<file path="src/rtl/locked_stat_sequencer.sv">
// locked_stat_sequencer
//   Drives one candidate key onto the logic-locked core and applies a run of
//   LFSR patterns. After a programmable settle time each 22-bit response is
//   captured, offered on a valid/ready port and added into per-bit ones
//   counters (saturating), so a whole key candidate is scored without host
//   involvement per pattern.
//
// Ports
//   v_in1_v        clock, rising edge
//   reset          synchronous active-high reset
//   start          run request, only looked at in IDLE
//   num_patterns   patterns per run, latched on start
//   seed           LFSR seed, latched on start (0 is replaced by 1)
//   key_in         candidate key, latched on start
//   dut_in         core data inputs (bit 31 = v_in2)
//   dut_key        core key inputs (bit 127 = keyinput_0)
//   dut_out        core outputs (bit 21 = o1)
//   cap_valid      captured word available
//   cap_ready      consumer accepts cap_data
//   cap_data       captured dut_out
//   busy           high outside IDLE
//   done           one-cycle pulse at end of run
//   ones_cnt       per-bit ones counts, [i*CNT_W +: CNT_W] is dut_out[i]
//
// PAT_W sizes the pattern counter and num_patterns; it defaults to CNT_W and
// only needs overriding when the ones counters are made narrower than the run
// length (e.g. to exercise counter saturation).
//
// state      | meaning
// -----------+-----------------------------------------------
// ST_IDLE    | waiting for start, outputs hold
// ST_LOAD    | put current LFSR value on dut_in
// ST_SETTLE  | wait for the core outputs to settle
// ST_CAPTURE | capture dut_out, update ones counters
// ST_DRAIN   | offer cap_data until the consumer takes it
// ST_DONE    | done pulse, back to IDLE

module locked_stat_sequencer #(
    parameter int SETTLE = 2,
    parameter int CNT_W  = 16,
    parameter int PAT_W  = CNT_W
) (
    input  logic                  v_in1_v,
    input  logic                  reset,
    input  logic                  start,
    input  logic [PAT_W-1:0]      num_patterns,
    input  logic [31:0]           seed,
    input  logic [127:0]          key_in,
    output logic [31:0]           dut_in,
    output logic [127:0]          dut_key,
    input  logic [21:0]           dut_out,
    output logic                  cap_valid,
    input  logic                  cap_ready,
    output logic [21:0]           cap_data,
    output logic                  busy,
    output logic                  done,
    output logic [22*CNT_W-1:0]   ones_cnt
);

    localparam int SW = (SETTLE > 1) ? $clog2(SETTLE) : 1;

    typedef enum logic [2:0] {
        ST_IDLE,
        ST_LOAD,
        ST_SETTLE,
        ST_CAPTURE,
        ST_DRAIN,
        ST_DONE
    } state_t;

    state_t                      state_q;
    logic [31:0]                 dut_in_q;
    logic [127:0]                dut_key_q;
    logic                        cap_valid_q;
    logic [21:0]                 cap_data_q;
    logic                        busy_q;
    logic                        done_q;
    logic [21:0][CNT_W-1:0]      ones_q;
    logic [21:0][CNT_W-1:0]      ones_d;
    logic [31:0]                 lfsr_q;
    logic [31:0]                 lfsr_d;
    logic [PAT_W-1:0]            pat_cnt_q;
    logic [PAT_W-1:0]            pat_inc;
    logic [PAT_W-1:0]            npat_q;
    logic [SW-1:0]               settle_q;

    // x^32 + x^22 + x^2 + x + 1, Fibonacci form shifting towards the MSB
    assign lfsr_d  = {lfsr_q[30:0], lfsr_q[31] ^ lfsr_q[21] ^ lfsr_q[1] ^ lfsr_q[0]};
    assign pat_inc = pat_cnt_q + 1'b1;

    // Saturating per-bit increment, applied only in CAPTURE
    always_comb begin
        ones_d = ones_q;
        for (int i = 0; i < 22; i++) begin
            if (dut_out[i] && (ones_q[i] != {CNT_W{1'b1}})) begin
                ones_d[i] = ones_q[i] + 1'b1;
            end
        end
    end

    always_ff @(posedge v_in1_v) begin
        if (reset) begin
            state_q     <= ST_IDLE;
            dut_in_q    <= '0;
            dut_key_q   <= '0;
            cap_valid_q <= 1'b0;
            cap_data_q  <= '0;
            busy_q      <= 1'b0;
            done_q      <= 1'b0;
            ones_q      <= '0;
            lfsr_q      <= 32'd1;
            pat_cnt_q   <= '0;
            npat_q      <= '0;
            settle_q    <= '0;
        end else begin
            done_q <= 1'b0;
            case (state_q)
                ST_IDLE: begin
                    if (start) begin
                        dut_key_q <= key_in;
                        lfsr_q    <= (seed == 32'd0) ? 32'd1 : seed;
                        pat_cnt_q <= '0;
                        ones_q    <= '0;
                        npat_q    <= num_patterns;
                        busy_q    <= 1'b1;
                        if (num_patterns == '0) begin
                            done_q  <= 1'b1;
                            state_q <= ST_DONE;
                        end else begin
                            state_q <= ST_LOAD;
                        end
                    end
                end
                ST_LOAD: begin
                    dut_in_q <= lfsr_q;
                    settle_q <= SW'(SETTLE - 1);
                    state_q  <= ST_SETTLE;
                end
                ST_SETTLE: begin
                    if (settle_q == '0) begin
                        state_q <= ST_CAPTURE;
                    end else begin
                        settle_q <= settle_q - 1'b1;
                    end
                end
                ST_CAPTURE: begin
                    cap_data_q  <= dut_out;
                    cap_valid_q <= 1'b1;
                    ones_q      <= ones_d;
                    state_q     <= ST_DRAIN;
                end
                ST_DRAIN: begin
                    // cap_valid is always high here, so only cap_ready gates progress
                    if (cap_ready) begin
                        cap_valid_q <= 1'b0;
                        pat_cnt_q   <= pat_inc;
                        lfsr_q      <= lfsr_d;
                        if (pat_inc == npat_q) begin
                            done_q  <= 1'b1;
                            state_q <= ST_DONE;
                        end else begin
                            state_q <= ST_LOAD;
                        end
                    end
                end
                ST_DONE: begin
                    busy_q  <= 1'b0;
                    state_q <= ST_IDLE;
                end
                default: state_q <= ST_IDLE;
            endcase
        end
    end

    assign dut_in    = dut_in_q;
    assign dut_key   = dut_key_q;
    assign cap_valid = cap_valid_q;
    assign cap_data  = cap_data_q;
    assign busy      = busy_q;
    assign done      = done_q;
    assign ones_cnt  = ones_q;

endmodule

</file>
<file path="config.mk">
export PLATFORM = sky130hd
export DESIGN_NAME = locked_stat_sequencer
export DESIGN_NICKNAME = d
export VERILOG_FILES = /design/src/rtl/locked_stat_sequencer.sv
export SDC_FILE = /design/constraint.sdc
export NUM_CORES = 1
export LEC_CHECK = 0
export BUFFER_PORTS_ARGS = -buffer_cell sky130_fd_sc_hd__buf_2
export CAP_MARGIN = 15
export CORE_AREA = 2 2 286 288
export CTS_CLUSTER_SIZE = 12
export DETAILED_ROUTE_END_ITERATION = 16
export DIE_AREA = 0 0 288 290
export GPL_ROUTABILITY_DRIVEN = 0
export GPL_TIMING_DRIVEN = 0
export PLACE_DENSITY = 0.62
export RECOVER_POWER = 25
export SYNTH_ARGS = -nofsm -noshare
export SYNTH_HDL_FRONTEND = slang
export SYNTH_SLANG_ARGS = --single-unit
</file>
<file path="constraint.sdc">
create_clock -name v_in1_v -period 2.84 [get_ports v_in1_v]
set_input_delay 0.426 -clock v_in1_v [delete_from_list [all_inputs] [get_ports v_in1_v]]
set_output_delay 0.426 -clock v_in1_v [all_outputs]
set_load 0.02 [all_outputs]
</file>
### Yosys cells after proc, flatten, opt, wreduce, memory -nomap -nowiden

Index checks and enable logic that the tools add are counted.

* flip-flop bits (word level): 605
* output and inout bits: 537
* logic and storage cells: 218

* add/sub/neg operators: 24
* bitwise operators: 3
* reduce and logical (&&, ||, !) cells: 57
* multiplexer cells: 48
* equality and inequality tests: 53

Operator list (count)
* $pmux 352 s2: 1
* $mux 16: 24
* $add 16x1->16 const B: 23
* $mux 352: 1
* $ne 16x16->1 const B: 22
* $mux 32: 3
* $reduce_and 3->1: 24
* $pmux 32 s2: 1
* $ne 2x2->1 const B: 25
* $logic_not 32->1: 1
* $pmux 16 s2: 1
* $logic_and 1x1->1: 22
* $eq 16x16->1: 1
* $logic_not 16->1: 1
* $mux 3: 5
* $pmux 3 s5: 1
* $reduce_bool 2->1: 5
* $pmux 1 s2: 4
* $mux 1: 7
* $eq 3x2->1 const B: 2
* $eq 3x3->1 const B: 2
* $reduce_and 2->1: 3
* $eq 3x1->1 const B: 1
* $logic_not 3->1: 1
* other kinds (2): 4

### Logic depth before layout (Yosys ltp)

Gate-level depths: netlist of the first run.

* word-level depth: 5
* mapped depth: 10
* gate-level depth less buffers: 7

### Worst setup path after synthesis of the first run

No wires, ideal clock.

* path kind: reg2reg
* start point: register ones_q, in the netlist ones_cnt[326]
* end point: register ones_q, in the netlist ones_cnt[334]
* period minus slack after synthesis: 2.203 ns
* required time: 2.712 ns
* data arrival time: 2.076 ns
* path buffers: 1
* cell stages (with the launch flop): 8
* slack: 0.637 ns
* path through: dfxtp_1 -> and4_1 -> nand4_1 -> o31ai_1 -> clkbuf_1 -> a211oi_1 -> xnor2_1 -> nor2_1

* word-level cells in the longest chain between the ends: 4
* elaborated cells on any way between the ends: 7
* classes of those cells: add/sub: 1; eq/ne: 2; mux: 2; reduce/logical: 2

Ends and longest elaborated chain
* start: declaration: RTL line 78 `logic [21:0][CNT_W-1:0] ones_q;`
* start signal: assignment: RTL line 149 `ones_q <= ones_d;`
* parallel branches: the longest is 4 deep, another holds $add 16x1->16

Parallel ways; which one is timed is not known. The select of a mux whose other input is x is not followed.
A chain may end at the register's enable or synchronous reset.

### Final worst setup path of the first run

* start point: register pat_cnt_q[0]
* end point: register state_q[2]

* word-level cells in the longest chain between the ends: 5

Ends and longest elaborated chain
* start: declaration: RTL line 82 `logic [PAT_W-1:0] pat_cnt_q;`
* start signal: assignment: RTL line 156 `pat_cnt_q <= pat_inc;`
* $add 16x1->16: RTL line 89 `assign pat_inc = pat_cnt_q + 1'b1;`
* $eq 16x16->1: RTL line 158 `if (pat_inc == npat_q) begin`
* $mux 3: RTL line 158
* $mux 3: RTL line 154 `if (cap_ready) begin`
* $pmux 3 s5: RTL line 117 `case (state_q)`
* end signal: assignment: RTL line 160 `state_q <= ST_DONE;`
* end signal: assignment: RTL line 162 `state_q <= ST_LOAD;`
* end signal: assignment: RTL line 168 `state_q <= ST_IDLE;`
* end: declaration: RTL line 71 `state_t state_q;`

No other way between the ends. The select of a mux whose other input is x is not followed.

==> results_dict.tcl, run 1 <==
set metrics [dict create \
    cp_num_buf_inv 0 \
    path_max_fanout 7 \
    fmax_mhz 371 \
    synth_seq_area_share 0.467 \
    sw_frac_of_total 0.275 \
    dp_hpwl_um 81000 \
    grt_pass1_vias 24400 \
    drt_wl_total_um 104000 \
    ios 739 \
    synth-compound-area-share 0.118 \
    place_area_um2 31100 \
    drtPass1Iterations 5 \
    gr-total-overflow 0 \
    die_w_um 288 \
    worstSetupEndpointType "flop" \
    p_comb_frac 0.106 \
    ant_nets 0 \
    synth_seq_cells 605 \
    area_growth_pct 29.7 \
    clk_pin_slew_ns 0.06 \
    synthMuxAreaShare 0.00540 \
    synth_top_area_share 0.467 \
    grt_pass1_wl_um 152000 \
    max_stage_delay_ns 0.52 \
    arrival_ns 3.20 \
    pwr-share-clk 0.464 \
    critPathLaunchType "flop" \
    die_h_um 290 \
    clock-skew-final_ns 0.0338 \
    yosysWarnings 0 \
    setup_viol 0 \
    synthAdderAreaFrac 0.0111 \
    seqPwrFrac 0.430 \
    max_slew_margin 0.250 \
    die_area_um2 83500 \
    netlist_instances 3174 \
    register_area_um2 12100 \
    cts_sinks 605 \
    use_met1 0.288 \
    hold_violations 0 \
    synth-xor-area-share 0.0999 \
    drc 0 \
    final.setup.tns_ns 0 \
    finalInstanceArea_um2 33700 \
    cap_violations 0 \
    multi_input_area_um2 13100 \
    slew_viol_final 0 \
    crit_slowest_cell "a211oi_1" \
    core_area_um2 80200 \
    path_cells "ha_1 > and3_1 > nand4_1 > xnor2_1 > a211oi_1 > o2111ai_1 > a221oi_1" \
    gr-usage-met2 0.402 \
    grt_max_degree 13 \
    power.switching_uw 5690 \
    antenna_found_initial 6 \
    grt.total_usage 0.239 \
    p_total_uw 20700 \
    cts_made_buffers 72 \
    wl_per_cell_um 20.2 \
    worstSetupPathType "reg2reg" \
    yosys-top-cells-area "dfxtp_1 (47%), nand2_1 (8.2%), a21oi_1 (6.5%)" \
    period_minus_slack_ns 2.69 \
    cts_tree "yes" \
    routed-via-count 26000 \
    initial_core_util 0.324 \
    busiest_layer "met2" \
    drt_iter0_drc 1529 \
    io_buffers 738 \
    clk_path_buf_depth 3 \
    synth_top_flop_cell "dfxtp_1" \
    final_util 0.420 \
    ir_worst_vdd_mv 0.546 \
    avgViaCountPerCell 5.06 \
    gr-usage-met3 0.0523 \
    h-tree-depth 3 \
    power_leakage_uw 0.0127 \
    syn_nets 3399 \
    cp_top_family "compound AO/OA/AOI/OAI gates" \
    status "finished, final reports clean" \
    ys_types 70 \
    synth_simple_gate_area_frac 0.267 \
    rsz0062_at_grt "false" \
    fill_cells 8345 \
    final_nets 4248 \
    root_buffer "clkbuf_16" \
    p_int_uw 15000 \
    worstPathRequired_ns 3.35 \
    min_period_over_period 0.949 \
    row_count 104 \
    synth_top_family_by_area "simple AND/OR/NAND/NOR gates" \
    power.density_nw_per_um2 615 \
    syn_area_per_cell_um2 8.17 \
    synth_area_leader_cell "dfxtp_1" \
    hold_ws_ns 0.0374 \
    tightest_slew_ns 1.12 \
    clock_latency_ns 0.62 \
    hold_path_class "in2reg" \
    drive_gt1_frac 0.163 \
    async_flop_share 0 \
    syn_area_um2 25900 \
    synth_edf_count 0 \
]
per-layer routing:
layer  share of wire  wire (um)  vias to the layer above
li1                -          -                    12700
met5         0.00025         26                        -
met4           0.050       5190                        4
met2            0.47      49400                      829
met3           0.071       7370                      210
met1            0.40      42200                    12300
sequential cells by signal, summed over array words and instances (netlist names):
register,cells
settle_q,1
done,1
busy,1
dut_key,128
state_q,3
dut_in,32
pat_cnt_q,16
cap_data,22
cap_valid,1
ones_cnt,352
npat_q,16
lfsr_q,32
cell usage after synthesis, drive strengths merged (40+ instances only):
library cell / count
dfxtp: 605
nand3: 109
and4: 42
a21oi: 340
and3: 66
or3: 40
nor3: 65
clkbuf: 137
o21ai: 69
xnor2: 137
nor2: 402
nand2: 568
nand4: 112
xor2: 159
cell families (layout without fill, tap and decap cells):
family,count (synthesis),count (layout)
simple gates,1497,1497
flops,605,605
compound gates,527,527
xor+xnor,296,296
buf+inv,212,1117
fa+ha+maj,23,23
mux,14,14
other cells,0,6
area by class of cell:
class,instances,area share
clock buffer,100,0.0611
clock inverter,30,0.0122
tap,1060,0.0394
inverter,37,0.00413
timing repair buffer,776,0.112
buffer,174,0.0230
antenna,6,0.000446
multi-input combinational,2357,0.388
sequential,605,0.360
cells in the final DEF, fill, tap and decap left out, drive strengths merged, types with 14 or more instances in the layout:
cell type    netlist  routed
a21oi            340     340
a22oi             30      30
and3              66      66
and4              42      42
buf               38     496
clkbuf           137     523
clkinv             0      18
dfxtp            605     605
dlygate4sd3        0      29
ha                23      23
inv               37      42
mux2i             14      14
nand2            568     568
nand3            109     109
nand4            112     112
nor2             402     402
nor3              65      65
nor4              37      37
o2111ai           17      17
o21ai             69      69
or3               40      40
xnor2            137     137
xor2             159     159
worst paths after layout:
check / from / end / slack (ns) / cells after the start
worst min register to register: dut_key[104] / dut_key[104] / 0.45 / 2
worst max register to register: pat_cnt_q[0] / state_q[2] / 0.15 / 7
worst max-delay path: pat_cnt_q[0] / state_q[2] / 0.15 / 7
worst min-delay path: key_in[26] / dut_key[26] / 0.04 / 3
worst reg2reg max path: cells and delay by family, from the launching register on:
family	cells	cell delay, ns
flip-flops	1	0.46
adder cells (fa/ha/maj)	1	0.30
AND/OR/NAND/NOR	2	0.56
AO/OA/AOI/OAI	3	1.07
XOR/XNOR	1	0.21
metrics by stage:
step	instances	worst slack, ns
6_report	5145	0.145
5_1_grt	5141	0.00332
4_1_cts	5136	0.0162
3_5_place_dp	4977	-1.62
3_3_place_gp	4972	-1.62
2_1_floorplan	3174	0.637
power by group through the flow:
stage          registers (uW)  clock network (uW)  logic [uW]
3_3_place_gp             9070                   0        2150
6_report                 8900                9600        2200
5_1_grt                  8930               10100        2380
2_1_floorplan            9270                   0         950
4_1_cts                  8890                9790        2250
3_5_place_dp             9080                   0        2180
repair_timing:
item / in CTS / in global routing
pin swaps: 0 / 1
endpoints found under the setup margin: 453 / 93
buffers inserted: 0 / 4
endpoints found under the hold margin: 29 / 0
resized for setup: 57 / 16
hold buffers: 29 / 0
Power figures use the tool's default switching activity.
==> run 2, diff against run 1 <==
Settings changed: BUFFER_PORTS_ARGS -buffer_cell sky130_fd_sc_hd__buf_2 to -buffer_cell sky130_fd_sc_hd__buf_4, TNS_END_PERCENT set to 30.
Clock period 2.84 ns to 2.5 ns, I/O delays scaled along.
==> run 2 against run 1 <==
  * Flip-flop and latch count did not move
  * Final area rose by 7.3%
  * Core utilization rose by 3.1 points
  * Setup slack lost 0.076 ns
==> results_dict.tcl, run 2 (same netlist as run 1, synthesis figures left out) <==
set metrics [dict create \
    period_minus_slack_ns 2.43 \
    drive_gt1_frac 0.175 \
    r2r_start "state_q[1]" \
    die_area_um2 83500 \
    finalInstanceArea_um2 36100 \
    layout_commonest_cell "dfxtp_1" \
    register_area_um2 12100 \
    grt_max_degree 13 \
    clk_path_buf_depth 3 \
    hold_violations 0 \
    worstSetupPathType "reg2reg" \
    tightest_slew_ns 1.04 \
    status "finished, final reports clean" \
    whs_path_depth 3 \
    initial_core_util 0.324 \
    finalNonFillerCells 5241 \
    rr_worst_depth 8 \
    worstPathRequired_ns 2.96 \
    drt_iter0_drc 1467 \
    route.met2.wl_um 51400 \
    final_nets 4357 \
    clock_latency_ns 0.62 \
    routed-via-count 26600 \
    wl_per_cell_um 20.5 \
    die_h_um 290 \
    ant_nets 0 \
    clk_pin_slew_ns 0.06 \
    io_buffers 738 \
    setup_viol 0 \
    cp_top_family "buffers and inverters" \
    cts_tree "yes" \
    slew_viol_final 0 \
    fmax_mhz 411 \
    crit_path_frequent_cell "buf_4" \
    max_slew_margin 0.304 \
    cp_num_buf_inv 5 \
    final_cell_mix "dfxtp_1 (604), nand2_1 (566), buf_4 (486)" \
    area_growth_pct 39.2 \
    hold_path_class "in2reg" \
    largest_register_ffs 352 \
    multi_input_area_um2 13300 \
    p_total_uw 23800 \
    place_area_um2 32900 \
    gr-total-overflow 0 \
    root_buffer "clkbuf_16" \
    clock-skew-final_ns 0.0312 \
    worstSetupEndpointType "flop" \
    final.setup.tns_ns 0 \
    rsz0062_at_grt "true" \
    grt_pass1_vias 25300 \
    cts_sinks 605 \
    dp_hpwl_um 82000 \
    dp_cells 4977 \
    drt_wl_total_um 108000 \
    row_count 104 \
    min_period_over_period 0.972 \
    min_to "dut_key[47]" \
    core_area_um2 80200 \
    drc 0 \
    power.density_nw_per_um2 658 \
    power_leakage_uw 0.0134 \
    top_layer_used "met5" \
    ir_worst_vdd_mv 0.474 \
    grt.total_usage 0.247 \
    fin_ws_ns 0.0696 \
    crit_slowest_cell "or4b_4" \
    max_stage_delay_ns 0.59 \
    critPathLaunchType "flop" \
    cts_made_buffers 71 \
    min-delay-start "key_in[47]" \
    avgViaCountPerCell 5.07 \
    arrival_ns 2.89 \
    antenna_found_initial 5 \
    path_max_fanout 10 \
    h-tree-depth 3 \
    wl_met1_um 42600 \
    ff2ff_setup_slack_ns 0.07 \
    drtPass1Iterations 7 \
    die_w_um 288 \
    path_cells "buf_4 > or4b_4 > buf_8 > buf_4 > clkbuf_4 > clkbuf_2 > nand2_1 > a21oi_1" \
    pre_cts_ws_ns -1.67 \
    fill_cells 8111 \
    cap_violations 0 \
    timing.rr.end "dut_key[52]" \
    grt_pass1_wl_um 158000 \
    ios 739 \
    wl_met3_um 8090 \
]
-- run 2: tightest hold or removal path, cell delays in order --
cell	delay, ns
buf_4	0.11
nand2_1	0.05
a21oi_1	0.05
-- run 2: worst max path at each step --
stage	from	end	slack [ns]	cells past startpoint
2_1_floorplan	ones_cnt[326]	ones_cnt[334]	0.30	7
3_3_place_gp	state_q[1]	dut_key[127]	-1.95	7
3_5_place_dp	state_q[1]	dut_key[127]	-1.67	8
4_1_cts	state_q[0]	ones_cnt[91]	-0.06	9
5_1_grt	state_q[1]	ones_cnt[110]	-0.03	8
6_report	state_q[1]	dut_key[52]	0.07	8
-- run 2: power by group --
group          switching [uW]  leakage (uW)  internal [uW]
Sequential                196       0.00490           9920
Clock                    4380       0.00119           6470
Combinational            1870       0.00735            949
Total                    6440        0.0134          17300
-- run 2: through the flow --
stage,utilization,hold slack (ns)
after floorplan,-,0.445
after global placement,0.409,0.443
after detailed placement,0.410,0.448
after CTS,0.461,0.0000501
after global routing,0.450,0.00162
final,0.451,0.0304
-- run 2: per-layer routing --
| layer | vias up | GRT usage |
|---|---|---|
| met5 | - | 0 |
| met4 | 6 | 0.115 |
| li1 | 12800 | - |
| met1 | 12600 | 0.290 |
| met3 | 228 | 0.0583 |
| met2 | 928 | 0.421 |
-- run 2: repair_timing --
| action | in CTS | in global routing |
|---|---|---|
| pin swaps | 2 | 5 |
| setup endpoints to repair | 514 | 367 |
| hold buffers | 126 | 0 |
| hold endpoints to repair | 126 | 0 |
| setup buffers | 9 | 8 |
| resized for setup | 109 | 81 |
| gates cloned | 0 | 0 |
-- run 2: final cells by class --
type / instances / area share
Multi-Input combinational cell: 2357 / 0.367
Clock buffer: 99 / 0.0566
Buffer: 173 / 0.0246
Inverter: 37 / 0.00385
Tap cell: 1060 / 0.0367
Timing Repair Buffer: 887 / 0.165
Sequential cell: 605 / 0.335
Clock inverter: 22 / 0.0103
Antenna cell: 1 / 0.0000693
==> run 3, diff against run 2 <==
Settings changed: ABC_AREA set to 1, CORE_AREA 2 2 286 288 to 2 2 284 286, DIE_AREA 0 0 288 290 to 0 0 286 288, PLACE_DENSITY 0.62 to 0.65.
==> run 3 against run 2 <==
  * Combinational power grew 95%
  * Cell count grew 13%
  * Clock power is essentially flat
  * Register-to-register slack gained 0.08 ns
  * Flip-flop and latch count is the same
  * Largest power group is now sequential cells
  * Count of clock-buffer cells in the layout grew 6
  * Critical path depth shrank 1
==> results_dict.tcl, run 3 <==
set metrics [dict create \
    fmax_mhz 425 \
    die_h_um 288 \
    place_area_um2 34600 \
    timing.rr.end "ones_cnt[15]" \
    wl_per_cell_um 20.0 \
    syn_area_um2 27600 \
    arrival_ns 2.84 \
    synth_seq_area_share 0.438 \
    die_w_um 286 \
    pre_cts_ws_ns -1.48 \
    die_area_um2 82400 \
    setup_viol 0 \
    worstSetupPathType "reg2reg" \
    dp_hpwl_um 90100 \
    synth_top_family_by_area "simple AND/OR/NAND/NOR gates" \
    synth_area_leader_cell "dfxtp_1" \
    initial_core_util 0.347 \
    synth_top_area_share 0.438 \
    min-delay-start "key_in[105]" \
    min_to "dut_key[105]" \
    area_growth_pct 34.8 \
    synthTopCellsByCount "nand2_1 (922), dfxtp_1 (605), a21oi_1 (467), inv_1 (378), nor2_1 (355)" \
    path_max_fanout 10 \
    fin_ws_ns 0.146 \
    synth_seq_cells 605 \
    drtPass1Iterations 5 \
    clock-skew-final_ns 0.0149 \
    synth-compound-area-share 0.159 \
    hold_path_class "in2reg" \
    p_total_uw 26800 \
    h-tree-depth 3 \
    power.density_nw_per_um2 720 \
    grt_pass1_vias 27700 \
    synth_edf_count 0 \
    grt.total_usage 0.273 \
    ff2ff_setup_slack_ns 0.15 \
    max_slew_margin 0.172 \
    syn_nets 4094 \
    synth_simple_gate_area_frac 0.286 \
    synthAdderAreaFrac 0.0104 \
    r2r_start "state_q[2]" \
    worstSetupEndpointType "flop" \
    clk_pin_slew_ns 0.06 \
    ys_types 55 \
    hold_ws_ns 0.0347 \
    ios 739 \
    period_minus_slack_ns 2.35 \
    row_count 104 \
    cap_violations 0 \
    largest_register_ffs 352 \
    cts_sinks 605 \
    finalNonFillerCells 5924 \
    drive_gt1_frac 0.154 \
    drt_iter0_drc 2166 \
    status "finished, final reports clean" \
    post_cts_buffers 0 \
    rr_worst_depth 7 \
    hold_violations 0 \
    finalInstanceArea_um2 37200 \
    worstPathRequired_ns 2.99 \
    root_buffer "clkbuf_16" \
    slew_viol_final 0 \
    avgViaCountPerCell 5.13 \
    synth-xor-area-share 0.0265 \
    drt_wl_total_um 119000 \
    yosysWarnings 0 \
    cts_made_buffers 71 \
    grt_pass1_wl_um 171000 \
    synth_top_flop_cell "dfxtp_1" \
    critPathLaunchType "flop" \
    gr-total-overflow 0 \
    dp_cells 5672 \
    drc 0 \
    tightest_slew_ns 1.24 \
    whs_path_depth 3 \
    rsz0062_at_grt "false" \
    final_cell_mix "nand2_1 (922), dfxtp_1 (604), buf_4 (471)" \
    min_period_over_period 0.941 \
    antenna_found_initial 8 \
    yosys-top-cells-area "dfxtp_1 (44%), nand2_1 (13%), a21oi_1 (8.5%)" \
    netlist_instances 3869 \
    routed-via-count 30400 \
    ir_worst_vdd_mv 0.517 \
    clock_latency_ns 0.62 \
    synthMuxAreaShare 0 \
    clk_path_buf_depth 3 \
    ant_nets 0 \
    core_area_um2 79600 \
    io_buffers 737 \
    yosys.cell_count.top_type "nand2_1" \
    power_leakage_uw 0.0142 \
    syn_area_per_cell_um2 7.14 \
    final_nets 5032 \
    layout_commonest_cell "nand2_1" \
    async_flop_share 0 \
    cts_tree "yes" \
    grt_max_degree 13 \
]
[run 3: changes by cell type after synthesis, moves of 76 or more]
cell | before | now
nor3_1 | 65 | 153
o21ai_0 | 64 | 173
a21oi_1 | 337 | 467
xor2_1 | 159 | 66
nand2_1 | 568 | 922
xnor2_1 | 137 | 15
inv_1 | 37 | 378
nand3_1 | 109 | 185
[run 3: cells by family (layout without fill, tap and decap cells)]
group,after synthesis,after routing
AND/OR/NAND/NOR,1805,1805
AO/OA/AOI/OAI,800,800
flip-flops,605,605
buffers and inverters,554,1546
XOR/XNOR,82,82
adder cells (fa/ha/maj),23,23
other,0,3
[run 3: layer usage]
| metal | up-vias | GRT usage | part of all wire |
|---|---|---|---|
| met5 | - | 0 | 0.00022 |
| met4 | 4 | 0.108 | 0.039 |
| met3 | 242 | 0.0736 | 0.091 |
| met2 | 1219 | 0.442 | 0.46 |
| met1 | 14200 | 0.344 | 0.41 |
| li1 | 14700 | - | - |
[run 3: layout make-up]
type | count | area, um^2
fill | 8270 | 42400
antenna | 3 | 7.51
tap | 1060 | 1330
clock inverter | 22 | 334
clock buffer | 105 | 2050
inverter | 400 | 1510
timing repair buffer | 865 | 5790
multi-input combinational | 2710 | 13300
buffer | 154 | 767
sequential | 605 | 12100
[run 3: worst max path at each step]
stage | startpoint | to | slack [ns] | cells after the start
floorplan | ones_cnt[176] | ones_cnt[180] | 0.42 | 13
global placement | reset | ones_cnt[182] | -1.47 | 6
detailed placement | reset | ones_cnt[170] | -1.48 | 6
CTS | state_q[1] | ones_cnt[19] | 0.004 | 10
global route | ones_cnt[288] | ones_cnt[292] | 0.0003 | 13
finish | state_q[2] | ones_cnt[15] | 0.15 | 7
[run 3: worst max-delay path, cell delays in order, from the launching register on]
cell	delay (ns)
dfxtp_1	0.40
inv_2	0.10
nand3_4	0.17
clkbuf_2	0.46
buf_1	0.68
nor3_1	0.16
a21oi_1	0.17
nor2_1	0.05
[run 3: repair_timing]
action                     in CTS  in global routing
setup endpoints to repair     335                152
hold buffers                  121                  0
hold endpoints to repair      121                  0
pin swaps                       0                  1
gates resized for setup        26                 26
[run 3: report_power, final]
part / switching, uW / internal, uW / total (uW)
Combinational: 3930 / 1570 / 5500
Clock: 4430 / 6180 / 10600
Sequential: 433 / 10300 / 10700
Total: 8790 / 18000 / 26800
[run 3: per-stage QoR]
stage | util | setup TNS, ns
finish | 0.468 | 0
global route | 0.468 | 0
CTS | 0.480 | 0
detailed placement | 0.434 | -250.76
global placement | 0.433 | -264.94
floorplan | - | 0
